--- config.mk ---
export PLATFORM = sky130hd
export DESIGN_NAME = memory_arbiter
export DESIGN_NICKNAME = d
export VERILOG_FILES = /design/src/rtl/memory_arbiter.sv
export SDC_FILE = /design/constraint.sdc
export NUM_CORES = 1
export LEC_CHECK = 0
export CORE_ASPECT_RATIO = 0.7
export CORE_MARGIN = 1
export CORE_UTILIZATION = 37
export DETAILED_ROUTE_END_ITERATION = 10
export PLACE_DENSITY = 0.77
export SLEW_MARGIN = 20
export SYNTH_ARGS = -nofsm -noshare
export SYNTH_HDL_FRONTEND = slang
export SYNTH_SLANG_ARGS = --single-unit
--- constraint.sdc ---
create_clock -name CLK -period 2.2 [get_ports CLK]
set_input_delay 0.44 -clock CLK [delete_from_list [all_inputs] [get_ports CLK]]
set_output_delay 0.44 -clock CLK [all_outputs]
set_load 0.02 [all_outputs]
--- src/rtl/memory_arbiter.sv ---
// memory_arbiter: arbitrates an instruction-fetch port and a data port onto one single-port RAM.
// Latency: grant on the edge after the request; ready pulses the cycle after the first edge that samples ram_busy=0.
// Backpressure: ram_busy stalls the granted side; a timeout counter aborts stuck transactions and sets sticky mem_err.
//
// Ports:
//   CLK, nRST               clock, synchronous active-low reset
//   iren, iaddr             fetch request / address
//   i_ready, iload          fetch-done pulse / fetched word
//   dren, dwen, daddr,      data read / write request, address,
//   dstore                  write data
//   d_ready, dload          data-done pulse / loaded word
//   ram_ren, ram_wen,       shared memory strobes,
//   ram_addr, ram_store,    latched address / write data,
//   ram_load, ram_busy      read data / stall
//   mem_err                 sticky timeout flag
module memory_arbiter #(
  parameter int unsigned TIMEOUT_CYC = 255
) (
  input  logic        CLK,
  input  logic        nRST,
  input  logic        iren,
  input  logic [31:0] iaddr,
  output logic        i_ready,
  output logic [31:0] iload,
  input  logic        dren,
  input  logic        dwen,
  input  logic [31:0] daddr,
  input  logic [31:0] dstore,
  output logic        d_ready,
  output logic [31:0] dload,
  output logic        ram_ren,
  output logic        ram_wen,
  output logic [31:0] ram_addr,
  output logic [31:0] ram_store,
  input  logic [31:0] ram_load,
  input  logic        ram_busy,
  output logic        mem_err
);

  typedef enum logic [1:0] {IDLE, IGNT, DGNT} state_t;

  localparam logic [7:0] TO_LIM   = 8'(TIMEOUT_CYC);
  localparam logic       LG_FETCH = 1'b0;
  localparam logic       LG_DATA  = 1'b1;

  state_t      state_q;
  logic        last_grant_q;
  logic [7:0]  cnt_q;

  logic        i_pend;
  logic        d_pend;
  logic        grant_d;
  logic        grant_i;
  logic [7:0]  cnt_d;
  logic        timeout;

  always_comb begin
    // A requester whose ready is high this cycle is still showing the
    // request that just completed, so it must not be re-issued.
    i_pend  = iren & ~i_ready;
    d_pend  = (dren | dwen) & ~d_ready;
    // Data has priority unless it took the previous grant.
    grant_d = d_pend & (~i_pend | (last_grant_q == LG_FETCH));
    grant_i = i_pend & ~grant_d;
    // Saturating busy counter; abort on the edge it reaches the limit.
    cnt_d   = (cnt_q == 8'hFF) ? cnt_q : cnt_q + 8'd1;
    timeout = ram_busy & (cnt_d >= TO_LIM);
  end

  always_ff @(posedge CLK) begin
    if (!nRST) begin
      state_q      <= IDLE;
      last_grant_q <= LG_FETCH;
      cnt_q        <= '0;
      ram_ren      <= 1'b0;
      ram_wen      <= 1'b0;
      ram_addr     <= '0;
      ram_store    <= '0;
      i_ready      <= 1'b0;
      d_ready      <= 1'b0;
      iload        <= '0;
      dload        <= '0;
      mem_err      <= 1'b0;
    end else begin
      i_ready <= 1'b0;
      d_ready <= 1'b0;
      case (state_q)
        IDLE: begin
          if (grant_d) begin
            state_q      <= DGNT;
            last_grant_q <= LG_DATA;
            cnt_q        <= '0;
            ram_addr     <= daddr;
            ram_store    <= dstore;
            // dren together with dwen is a write.
            ram_wen      <= dwen;
            ram_ren      <= ~dwen;
          end else if (grant_i) begin
            state_q      <= IGNT;
            last_grant_q <= LG_FETCH;
            cnt_q        <= '0;
            ram_addr     <= iaddr;
            ram_ren      <= 1'b1;
            ram_wen      <= 1'b0;
          end
        end
        IGNT, DGNT: begin
          if (!ram_busy || timeout) begin
            state_q <= IDLE;
            ram_ren <= 1'b0;
            ram_wen <= 1'b0;
            if (state_q == IGNT) begin
              i_ready <= 1'b1;
              iload   <= ram_busy ? 32'h0000_0000 : ram_load;
            end else begin
              d_ready <= 1'b1;
              // Aborted transactions return zero; completed writes leave dload alone.
              if (ram_busy) begin
                dload <= 32'h0000_0000;
              end else if (!ram_wen) begin
                dload <= ram_load;
              end
            end
            if (ram_busy) begin
              mem_err <= 1'b1;
            end
          end else begin
            cnt_q <= cnt_d;
          end
        end
        default: state_q <= IDLE;
      endcase
    end
  end

endmodule

==> flow_results.org <==
** Worst setup path
- Critical Path Source Type :: register
- Category of the worst setup path capture point :: register
- Data arrival time at the worst-slack endpoint :: 2490 ps
- CP peak stage delay :: 340 ps
- The signal on the critical path passes through ha_2, and4_4, and3_4, mux2_4, a41oi_2, and2_4, buf_12, a22o_1.
- Setup CP Type :: register to register
- Slowest cell on the critical path :: sky130_fd_sc_hd__mux2_4
- Data on the critical path is required at its endpoint by 2550 ps.
- CP Max Fanout :: 16

** GRT
- The via count of the first global-routing pass came to 5346.
- The initial antenna violation count is 0.
- Entering global routing, the biggest net connects 65 pins.
- After global routing the overflow that remains totals 0.
- For this run, the total global-route usage over all layers was measured as 0.2237.
- The first global-routing pass estimated 27.12 mm of wire.

** Power
- Summed over all nets, the switching power comes to 0.004086 W.
- Maximum VDD drop :: 0.6458 mV
- Total internal power :: 0.006943 W
- Of the total power, the share spent switching nets is 0.3704.
- In this run the static leakage power is 3.571 nW.
- Dividing total power by cell area gives a power density of 1204 nW/µm².
- Of the total power, the clock network draws 0.259.
- Portion of total power attributed to sequential cells :: 0.323
- Of the total power, combinational logic draws 0.418.

** Die
- The die is 147.8 µm wide.
- Ports placed on the boundary :: 267
- CORE AREA :: 14230 µm²
- From bottom edge to top edge, the die measures 104.1 µm.
- Area of the die :: 15380 µm²
- The floorplan has 36 rows.
- Initial cell density of the core :: 0.3868

** Job
- Across the run, the number of max-cap violations was 0.

** Detailed routing
- Total Routed Length :: 17.60 mm
- Initial DRC Count :: 287
- Before antenna repair, the detailed router went through 5 iterations.
- In the final routed layout, each cell accounts on average for 17.03 µm.
- Detail-routed via count per cell :: 5.256
- Antenna Nets Post-Route :: 0
- The routed layout has 5429 vias.
- Number of DRC violations after detailed routing :: 0

** Synth
- Counting flops with an async set or reset pin after synthesis yields a share of 0.
- The share of synthesized area in the top cell type comes to 0.5236.
- Syn Std Cell Area :: 5505 µm²
- Sequential-to-total area share from yosys stat :: 0.5236
- Dominant cells by area after synthesis :: sky130_fd_sc_hd__dfxtp_1, sky130_fd_sc_hd__mux2i_1, sky130_fd_sc_hd__nand2_1
- Most instantiated library cell after synthesis :: sky130_fd_sc_hd__dfxtp_1
- Synth Net Count :: 696
- Mapped Avg Cell Area :: 9.848 µm²
- Synthesis warning total :: 0
- Top FF cell, synth :: sky130_fd_sc_hd__dfxtp_1
- Post-synth top cells :: sky130_fd_sc_hd__dfxtp_1, sky130_fd_sc_hd__nand2_1, sky130_fd_sc_hd__a21oi_1
- Of all cell types, the one taking the most synthesized area is sky130_fd_sc_hd__dfxtp_1.
- In this run, synthesis inferred 0 flip-flops with an integrated enable.
- Yosys cell types :: 49
- FF+latch count, synth :: 144
- In the synthesized netlist, the number of instances is 559.

** STA
- Headroom to the max-slew limit came out at 0.5670.
- Final number of hold-violating endpoints :: 0
- Adding up every negative setup slack in the final design gives 0 ps.
- Final worst-path cycle share :: 0.9721
- The max-slew violation count was 0.
- Setup repair after global routing could not meet its margin everywhere.
- The smallest clock period supported by the final layout is computed as 2139 ps.
- Worst setup skew after layout :: 8.576 ps
- Total setup violations reported at the end of the flow :: 0
- At the pin with the least slew margin, the transition time is 649.5 ps.
- Timing would allow up to 467.6 MHz.

** Clock network
- Counting every sink on the clock net gives 144.
- Buffers inserted during clock tree synthesis total 17.
- CTS tree :: built
- The clock passes through at most 2 buffers.
- At the later pin of the worst-skew pair, clock insertion delay measures 420 ps.
- Clock tree root driver cell :: sky130_fd_sc_hd__clkbuf_16
- The H-tree generated during clock tree synthesis spans 4 levels.
- Clock-pin slew was measured on the worst setup and hold paths at 70 ps.
- # hold bufs at CTS :: 0

** Finish
- Share of final-layout standard cells stronger than drive strength 1 :: 0.1056
- Antenna cells :: 0
- Final net count :: 967
- Area grow syn2layout :: 66.34%
- Summing all non-filler instances in the final layout gives an area of 9158 µm².

** Placement
- At the end of routability-driven placement, the weighted congestion stood at 0.8654.
- The HPWL after detailed placement is 12.45 mm.
- Port buffering added 266 buffers.
- The placed instances occupy a cell area of 8504 µm².

** Status
- Result of the run :: finished, final reports clean

** Hold path
- Type of the tightest min-delay check :: register to register
worst paths after layout:
check / start / to / slack [ps] / cells past startpoint
setup / recovery: cnt_q[1]$_SDFFE_PN0P_ / iload[21]$_SDFFE_PN0P_ / 60 / 8
hold / removal: ram_store[9]$_SDFFE_PN0P_ / ram_store[9]$_SDFFE_PN0P_ / 450 / 2
setup reg to reg: cnt_q[1]$_SDFFE_PN0P_ / iload[21]$_SDFFE_PN0P_ / 60 / 8
hold reg to reg: ram_store[9]$_SDFFE_PN0P_ / ram_store[9]$_SDFFE_PN0P_ / 450 / 2
layout make-up:
cell class	count	area (µm²)
inverter	6	22.52
fill	1137	5076
tap	190	237.7
multi-input combinational	363	2427
timing repair buffer	298	2998
clock buffer	18	439.2
clock inverter	14	147.6
sequential	144	2885
stage by stage:
| step | setup WS [ps] | total power [W] | hold WS [ps] | instances | util |
|---|---|---|---|---|---|
| global route | -37.24 | 0.01158 | 480.8 | 1033 | 0.6434 |
| CTS | 37.73 | 0.01106 | 456.0 | 1031 | 0.6419 |
| floorplan | 10.62 | 0.006091 | 450.0 | 559 | - |
| global placement | 46.28 | 0.008000 | 441.0 | 998 | 0.5975 |
| finish | 61.43 | 0.01103 | 452.8 | 1033 | 0.6434 |
| detailed placement | -27.97 | 0.008154 | 449.7 | 998 | 0.5975 |
power by group through the flow:
stage	Clock (W)	Combinational, W	Sequential [W]
finish	0.00285	0.00461	0.00356
global route	0.00303	0.00492	0.00363
CTS	0.00291	0.00459	0.00356
detailed placement	0	0.00455	0.00361
global placement	0	0.00443	0.00357
floorplan	0	0.00182	0.00428
placed cells by master, fill, tap and decap left out, types with 6 or more instances in the layout:
cell	n
sky130_fd_sc_hd__a211oi_1	34
sky130_fd_sc_hd__a21oi_1	50
sky130_fd_sc_hd__a22o_1	33
sky130_fd_sc_hd__a32o_1	27
sky130_fd_sc_hd__a32o_2	6
sky130_fd_sc_hd__buf_12	6
sky130_fd_sc_hd__buf_4	25
sky130_fd_sc_hd__clkbuf_16	17
sky130_fd_sc_hd__clkdlybuf4s50_1	266
sky130_fd_sc_hd__dfxtp_1	142
sky130_fd_sc_hd__mux2i_1	33
sky130_fd_sc_hd__nand2_1	81
sky130_fd_sc_hd__nor2_1	38
sky130_fd_sc_hd__o21ai_0	6
critical path, delay by kind of cell (launching register included):
kind            cells  cell delay (ps)
flops               1              330
mux                 1              340
fa+ha+maj           1              190
simple gates        3              670
compound gates      2              390
buf+inv             1              160
sequential cells by signal, indices dropped and copies added (netlist names):
signal        cells
ram_store        32
mem_err           1
i_ready           1
ram_addr         32
ram_wen           1
last_grant_q      1
d_ready           1
cnt_q             8
iload            32
state_q           2
ram_ren           1
dload            32
repair_timing:
item | 4_1_cts | 5_1_grt
endpoints found under the setup margin | 32 | 48
resized for setup | 3 | 3
setup buffers | 0 | 1
cloned | 1 | 1
pin swaps | 1 | 4
routing by layer:
layer | vias up | part of all wire | GRT usage
met5 | - | 0 | 0
met4 | 0 | 0.021 | 0.07953
met3 | 31 | 0.071 | 0.07588
met2 | 197 | 0.49 | 0.3834
met1 | 2596 | 0.41 | 0.2580
li1 | 2605 | - | -
cell families after synthesis:
group,share of synthesized area
compound gates,0.2441
fa+ha+maj,0.006819
buf+inv,0.04750
flops,0.5236
mux,0.06273
simple gates,0.1152
(Power assumes the default switching activity.)
